[src/rtl/spi_reg_bank_if.sv]
// Byte-level handshake between spi_slave (master side) and the register bank (slave side).
interface spi_reg_bank_if;
    logic       ss;
    logic [7:0] rx_data;
    logic       rx_dv;
    logic [7:0] tx_data;
    logic       tx_we;
    logic       tx_halt;

    modport master (output ss, rx_data, rx_dv, tx_halt, input tx_data, tx_we);
    modport slave  (input ss, rx_data, rx_dv, tx_halt, output tx_data, tx_we);
endinterface

[src/rtl/spi_reg_bank.sv]
// SPI-addressed register bank: command byte + MSB-first multi-byte register data,
// auto-incrementing address, hardware write port and atomic (snapshotted) reads.
module spi_reg_bank #(
    parameter int NUM_REGS  = 8,
    parameter int REG_WIDTH = 64,
    parameter int ADDR_W    = 3
) (
    input  logic                          clk,
    input  logic                          rst,
    spi_reg_bank_if.slave                 spi,
    input  logic                          hw_we,
    input  logic [ADDR_W-1:0]             hw_addr,
    input  logic [REG_WIDTH-1:0]          hw_d,
    output logic [NUM_REGS*REG_WIDTH-1:0] regs_q,
    output logic                          spi_wr_stb,
    output logic [ADDR_W-1:0]             spi_wr_addr,
    output logic                          tx_underrun
);
    localparam int BYTES = REG_WIDTH / 8;
    localparam int CNT_W = (BYTES > 1) ? $clog2(BYTES) : 1;

    typedef enum logic [2:0] {
        S_IDLE, S_CMD, S_WRITE, S_RD_LOAD, S_RD_WAIT, S_INVALID
    } state_e;

    state_e                             state_q;
    logic [ADDR_W-1:0]                  addr_q, wr_addr_q;
    logic [CNT_W-1:0]                   cnt_q;
    logic [REG_WIDTH-1:0]               wsh_q, shadow_q;
    logic [7:0]                         tx_data_q;
    logic                               tx_pend_q, wr_stb_q, underrun_q, inv_rd_q;
    logic [NUM_REGS-1:0][REG_WIDTH-1:0] bank_q, bank_d;

    logic                 last_byte, tx_fire, spi_commit;
    logic [ADDR_W-1:0]    addr_inc;
    logic [REG_WIDTH-1:0] wsh_nxt, rd_src;
    logic [CNT_W-1:0]     byte_idx;
    logic [7:0]           rd_byte;

    assign last_byte  = (cnt_q == CNT_W'(BYTES - 1));
    assign addr_inc   = (addr_q == ADDR_W'(NUM_REGS - 1)) ? '0 : addr_q + 1'b1;
    assign tx_fire    = tx_pend_q & ~spi.tx_halt;
    assign spi_commit = (state_q == S_WRITE) && !spi.ss && spi.rx_dv && last_byte;
    assign wsh_nxt    = (wsh_q << 8) | REG_WIDTH'(spi.rx_data);

    // Byte 0 reads the live register (it is snapshotted in the same edge);
    // the rest come from the shadow so hw updates cannot tear a register.
    assign rd_src   = (cnt_q == '0) ? bank_q[addr_q] : shadow_q;
    assign byte_idx = CNT_W'(BYTES - 1) - cnt_q;
    assign rd_byte  = rd_src[{byte_idx, 3'b000} +: 8];

    assign spi.tx_data  = tx_data_q;
    assign spi.tx_we    = tx_fire;
    assign regs_q       = bank_q;
    assign spi_wr_stb   = wr_stb_q;
    assign spi_wr_addr  = wr_addr_q;
    assign tx_underrun  = underrun_q;

    // SPI commit has priority over a same-cycle hw write to the same register.
    always_comb begin
        bank_d = bank_q;
        for (int i = 0; i < NUM_REGS; i++) begin
            if (spi_commit && addr_q == ADDR_W'(i))
                bank_d[i] = wsh_nxt;
            else if (hw_we && hw_addr == ADDR_W'(i))
                bank_d[i] = hw_d;
        end
    end

    always_ff @(posedge clk or negedge rst) begin
        if (!rst) bank_q <= '0;
        else      bank_q <= bank_d;
    end

    always_ff @(posedge clk or negedge rst) begin
        if (!rst) begin
            state_q    <= S_IDLE;
            addr_q     <= '0;
            wr_addr_q  <= '0;
            cnt_q      <= '0;
            wsh_q      <= '0;
            shadow_q   <= '0;
            tx_data_q  <= 8'h00;
            tx_pend_q  <= 1'b0;
            wr_stb_q   <= 1'b0;
            underrun_q <= 1'b0;
            inv_rd_q   <= 1'b0;
        end else begin
            wr_stb_q   <= 1'b0;
            underrun_q <= 1'b0;
            if (tx_fire) tx_pend_q <= 1'b0;

            if (spi.ss && state_q != S_IDLE) begin
                state_q   <= S_IDLE;
                tx_pend_q <= 1'b0;
                cnt_q     <= '0;
            end else begin
                case (state_q)
                    S_IDLE: if (!spi.ss) begin
                        state_q <= S_CMD;
                        cnt_q   <= '0;
                    end
                    S_CMD: if (spi.rx_dv) begin
                        addr_q   <= ADDR_W'(spi.rx_data[6:0]);
                        inv_rd_q <= spi.rx_data[7];
                        cnt_q    <= '0;
                        if (int'(spi.rx_data[6:0]) >= NUM_REGS) begin
                            state_q <= S_INVALID;
                            if (spi.rx_data[7]) begin
                                tx_data_q <= 8'hFF;
                                tx_pend_q <= 1'b1;
                            end
                        end else begin
                            state_q <= spi.rx_data[7] ? S_RD_LOAD : S_WRITE;
                        end
                    end
                    S_WRITE: if (spi.rx_dv) begin
                        wsh_q <= wsh_nxt;
                        if (last_byte) begin
                            cnt_q     <= '0;
                            addr_q    <= addr_inc;
                            wr_stb_q  <= 1'b1;
                            wr_addr_q <= addr_q;
                        end else begin
                            cnt_q <= cnt_q + 1'b1;
                        end
                    end
                    // Wait until the previous byte has gone out before overwriting tx_data.
                    S_RD_LOAD: if (!tx_pend_q || !spi.tx_halt) begin
                        if (cnt_q == '0) shadow_q <= bank_q[addr_q];
                        tx_data_q <= rd_byte;
                        tx_pend_q <= 1'b1;
                        state_q   <= S_RD_WAIT;
                    end
                    S_RD_WAIT: if (spi.rx_dv) begin
                        if (tx_pend_q && spi.tx_halt) underrun_q <= 1'b1;
                        if (last_byte) begin
                            cnt_q  <= '0;
                            addr_q <= addr_inc;
                        end else begin
                            cnt_q <= cnt_q + 1'b1;
                        end
                        state_q <= S_RD_LOAD;
                    end
                    S_INVALID: if (spi.rx_dv && inv_rd_q) begin
                        if (tx_pend_q && spi.tx_halt) underrun_q <= 1'b1;
                        tx_data_q <= 8'hFF;
                        tx_pend_q <= 1'b1;
                    end
                    default: state_q <= S_IDLE;
                endcase
            end
        end
    end
endmodule

[src/flat_wrapper.sv]
// flat-port wrapper written by rule: the top's interface ports become plain ports
module spi_reg_bank_flat 
#(
    parameter int NUM_REGS  = 8,
    parameter int REG_WIDTH = 64,
    parameter int ADDR_W    = 3
)
  (clk, rst, hw_we, hw_addr, hw_d, regs_q, spi_wr_stb, spi_wr_addr, tx_underrun, spi_ss, spi_rx_data, spi_rx_dv, spi_tx_halt, spi_tx_data, spi_tx_we);
  spi_reg_bank_if spi_i ();
  input  logic clk;
  input  logic rst;
  input  logic hw_we;
  input  logic [ADDR_W-1:0] hw_addr;
  input  logic [REG_WIDTH-1:0] hw_d;
  output logic [NUM_REGS*REG_WIDTH-1:0] regs_q;
  output logic spi_wr_stb;
  output logic [ADDR_W-1:0] spi_wr_addr;
  output logic tx_underrun;
  input wire logic [$bits(spi_i.ss)-1:0] spi_ss;
  input wire logic [$bits(spi_i.rx_data)-1:0] spi_rx_data;
  input wire logic [$bits(spi_i.rx_dv)-1:0] spi_rx_dv;
  input wire logic [$bits(spi_i.tx_halt)-1:0] spi_tx_halt;
  output wire logic [$bits(spi_i.tx_data)-1:0] spi_tx_data;
  output wire logic [$bits(spi_i.tx_we)-1:0] spi_tx_we;
  assign spi_i.ss = spi_ss;
  assign spi_i.rx_data = spi_rx_data;
  assign spi_i.rx_dv = spi_rx_dv;
  assign spi_i.tx_halt = spi_tx_halt;
  assign spi_tx_data = spi_i.tx_data;
  assign spi_tx_we = spi_i.tx_we;
  spi_reg_bank #(.NUM_REGS(NUM_REGS), .REG_WIDTH(REG_WIDTH), .ADDR_W(ADDR_W)) u_core (.clk(clk), .rst(rst), .spi(spi_i), .hw_we(hw_we), .hw_addr(hw_addr), .hw_d(hw_d), .regs_q(regs_q), .spi_wr_stb(spi_wr_stb), .spi_wr_addr(spi_wr_addr), .tx_underrun(tx_underrun));
endmodule
[config.mk]
export PLATFORM = sky130hd
export DESIGN_NAME = spi_reg_bank_flat
export DESIGN_NICKNAME = d
export VERILOG_FILES = /design/src/rtl/spi_reg_bank_if.sv /design/src/rtl/spi_reg_bank.sv /design/src/flat_wrapper.sv
export SDC_FILE = /design/constraint.sdc
export NUM_CORES = 2
export LEC_CHECK = 0
export ABC_CLOCK_PERIOD_IN_PS = 3450
export BUFFER_PORTS_ARGS = -buffer_cell sky130_fd_sc_hd__buf_2
export CAP_MARGIN = 40
export CORE_MARGIN = 5
export CORE_UTILIZATION = 46
export DETAILED_ROUTE_END_ITERATION = 12
export PLACE_DENSITY = 0.77
export SETUP_SLACK_MARGIN = 0.5
export SLEW_MARGIN = 30
export SYNTH_ARGS = -nofsm -noshare
export SYNTH_HDL_FRONTEND = slang
export SYNTH_SLANG_ARGS = --single-unit
[constraint.sdc]
create_clock -name clk -period 3.45 [get_ports clk]
set_clock_uncertainty 0.15 [all_clocks]
set_input_delay 0.69 -clock clk [delete_from_list [all_inputs] [get_ports clk]]
set_output_delay 0.69 -clock clk [all_outputs]
set_load 0.1 [all_outputs]
==> reports/results.ini <==
[cts]
cts.htree.levels=3
cts_tree=done
ctsRootBufferMaster=clkbuf_16
clockBufferDepth=3
cts_sinks=656
clk_latency_ps=620
path_clk_slew_ps=60
numCtsBuffers=75

[worst_setup_path]
crit_path_top_delay_cell=dfrtp_4
path_cells=buf_12 > mux4_2 > mux2i_1 > a21oi_1 > o32a_1
cp.arrival_ps=3220
r2r_setup_slack_ps=580
cp_num_buf_inv=1
critical_path_class=reg -> reg
crit_family=multiplexers
start_kind=flip-flop
crit_path_max_fanout=28
worst_r2r_path_depth=5
cp-end-kind=flip-flop
timing.rr.start=u_core.addr_q[0]
slowest_delay_ps=700
rr_endpoint=u_core.spi.tx_data[2]
required_ps=3800

[synth]
synth_cell_types=52
syn_nets=3334
syn_inst=3244
synth_top_cell_by_area=dfrtp_1
yosys-top-cells-area=dfrtp_1 48%, mux2i_1 16%, mux4_2 7.7%, a21oi_1 5.1%, nor2_1 4.1%
yosys_warnings=0
synth_edf_count=0
async_flop_share_pct=100
ys_seq_elements=656
seq_area_frac_synth_pct=48.2
synth_area_per_cell_um2=10.5
synth_area_mm2=0.0341
ys.flop_type=dfrtp_1
synth_top_area_share_pct=48.2

[global_routing]
first_global_vias=28300
grt_util_all_layers_pct=31.3
grt_first_pass_wirelength_um=188000
grt_max_degree=89
antenna_found_initial=8
gr-total-overflow=0

[die]
fp-row-count=99
die_h_um=282
fp.coreArea_mm2=0.0732
die_x_um=282
io-pin-count=607
dieArea_mm2=0.0796
start_util_pct=46.5

[cells_and_area]
final_common_cell=dfrtp_1
nets=3733
areaGrowthSynthToFinish_pct=18.9
layout_common_cells=653 x dfrtp_1, 605 x buf_2, 559 x mux2i_1
drive_gt1_share_pct=27.7

[detailed_routing]
wl_per_cell_um=27.6
route.detailed.drc=0
dr.pass1.iters=6
wl_um=128000
vias=28400
drt_iter0_drc=2792
routed_via_density=6.09
ant_nets=0

[timing]
finalHoldViolCount=0
worst_pin_slew_ps=867
slew_viol_final=0
setup_viol=0
max_freq_mhz=348
rsz0062_at_grt=no
min_period_over_period_pct=83.2
fin_tns_setup_ps=0
max-slew-margin-rel_pct=42.1
min_period_ps=2870

[min_path]
holdPathEnd=u_core.regs_q[324]
min_path_type=in -> reg
holdPathStages=3
min-delay-start=spi_rx_data[4]

[power]
p_total_mw=39.9
leakage_nw=19.9
ir_drop_mv=0.786
power_density_mw_per_mm2=986

[place]
portBuffers=606
gp_congestion=0.915
hpwl_um=86400

[run_status]
status=finished, final reports clean

[run]
cap_violations=0

## logic make-up (layout without fill, tap and decap cells)
family,Yosys count,after routing,share of synthesized area [%]
buf+inv,382,836,5.20
fa+ha+maj,9,9,0.331
xor+xnor,1,1,0.0257
simple gates,777,777,9.04
other cells,0,6,0
mux,747,747,26.7
compound gates,672,672,10.4
flops,656,656,48.2
## worst max-delay path by stage
stage                            endpoint  cells after the start              from  slack (ps)
floorplan                       spi_tx_we                      1       spi_tx_halt         580
global route        u_core.spi.tx_data[2]                      5  u_core.addr_q[0]         520
CTS                 u_core.spi.tx_data[2]                      5  u_core.addr_q[0]         500
detailed placement     u_core.regs_q[249]                      7  u_core.addr_q[0]         480
global placement       u_core.regs_q[245]                      7  u_core.addr_q[0]         510
finish              u_core.spi.tx_data[2]                      5  u_core.addr_q[0]         580
## flip-flops by register name, indices dropped and copies added (netlist names)
name / cells
u_core.addr_q: 3
u_core.cnt_q: 3
u_core.inv_rd_q: 1
u_core.regs_q: 512
u_core.shadow_q: 64
u_core.spi.tx_data: 8
u_core.spi_wr_addr: 3
u_core.spi_wr_stb: 1
u_core.state_q: 3
u_core.tx_pend_q: 1
u_core.tx_underrun: 1
u_core.wsh_q: 56
## where the power goes
| group | internal, mW | switching, mW | leakage, nW | total (mW) |
|---|---|---|---|---|
| Sequential | 9.46 | 2.10 | 8.06 | 11.6 |
| Clock | 5.01 | 3.38 | 1.27 | 8.39 |
| Combinational | 4.60 | 15.4 | 10.6 | 20.0 |
| Total | 19.1 | 20.9 | 19.9 | 39.9 |
## through the flow
| stage | hold slack [ps] | std cells | setup WS [ps] | area [um2] | util [%] |
|---|---|---|---|---|---|
| after floorplan | 244 | 3244 | 585 | 34100 | - |
| after global placement | 309 | 4522 | 510 | 37800 | 51.7 |
| after detailed placement | 315 | 4522 | 478 | 37800 | 51.7 |
| after CTS | 244 | 4655 | 499 | 40400 | 55.2 |
| after global routing | 285 | 4661 | 523 | 40500 | 55.3 |
| final | 273 | 4663 | 579 | 40500 | 55.3 |
## Yosys cell counts, types with 2 or more instances
library cell / n
a31oi_1: 34
o21ai_0: 232
a211oi_1: 15
nand3_1: 17
and2_1: 5
inv_1: 8
nor2_1: 375
buf_12: 3
clkbuf_1: 152
mux4_1: 6
ha_1: 9
nand2b_1: 6
nor2b_1: 14
a211o_1: 6
buf_4: 30
nor3b_1: 2
mux4_2: 116
o21ai_1: 11
buf_6: 7
mux2_2: 66
a22oi_1: 8
buf_2: 93
nand2_1: 337
nor3_1: 4
and3_1: 3
o221ai_1: 6
a21oi_1: 349
a32o_1: 2
mux2i_1: 559
nand4b_1: 3
nor2_2: 2
clkbuf_4: 2
dfrtp_1: 656
o32a_1: 3
buf_1: 86
## metal layers
metal | GRT usage, % | wire length (um)
met4 | 14.2 | 6590
met2 | 50.7 | 61400
met1 | 40.3 | 47600
met3 | 7.38 | 12900
met5 | 0 | 44
## layout make-up
cell class,instances,area (um2)
diodes,6,15.0
clock buffers,102,2200
clock inverters,30,384
fillers,6220,32700
inverters,9,33.8
multi-input cells,2206,16000
flip-flops and latches,656,16400
well taps,959,1200
repair buffers,695,4260
## worst register-to-register path, cell delays in order, from the launching register on
cell	delay, ps
dfrtp_4	700
buf_12	310
mux4_2	550
mux2i_1	570
a21oi_1	170
o32a_1	310
## repair_timing
action,4_1_cts,5_1_grt
gates resized for setup,1,0
setup endpoints to repair,19,6
hold buffers,1,0
endpoints found under the hold margin,51,0
setup buffers,0,2
gates cloned,0,0
No activity file was read; power rests on OpenSTA's default activity.
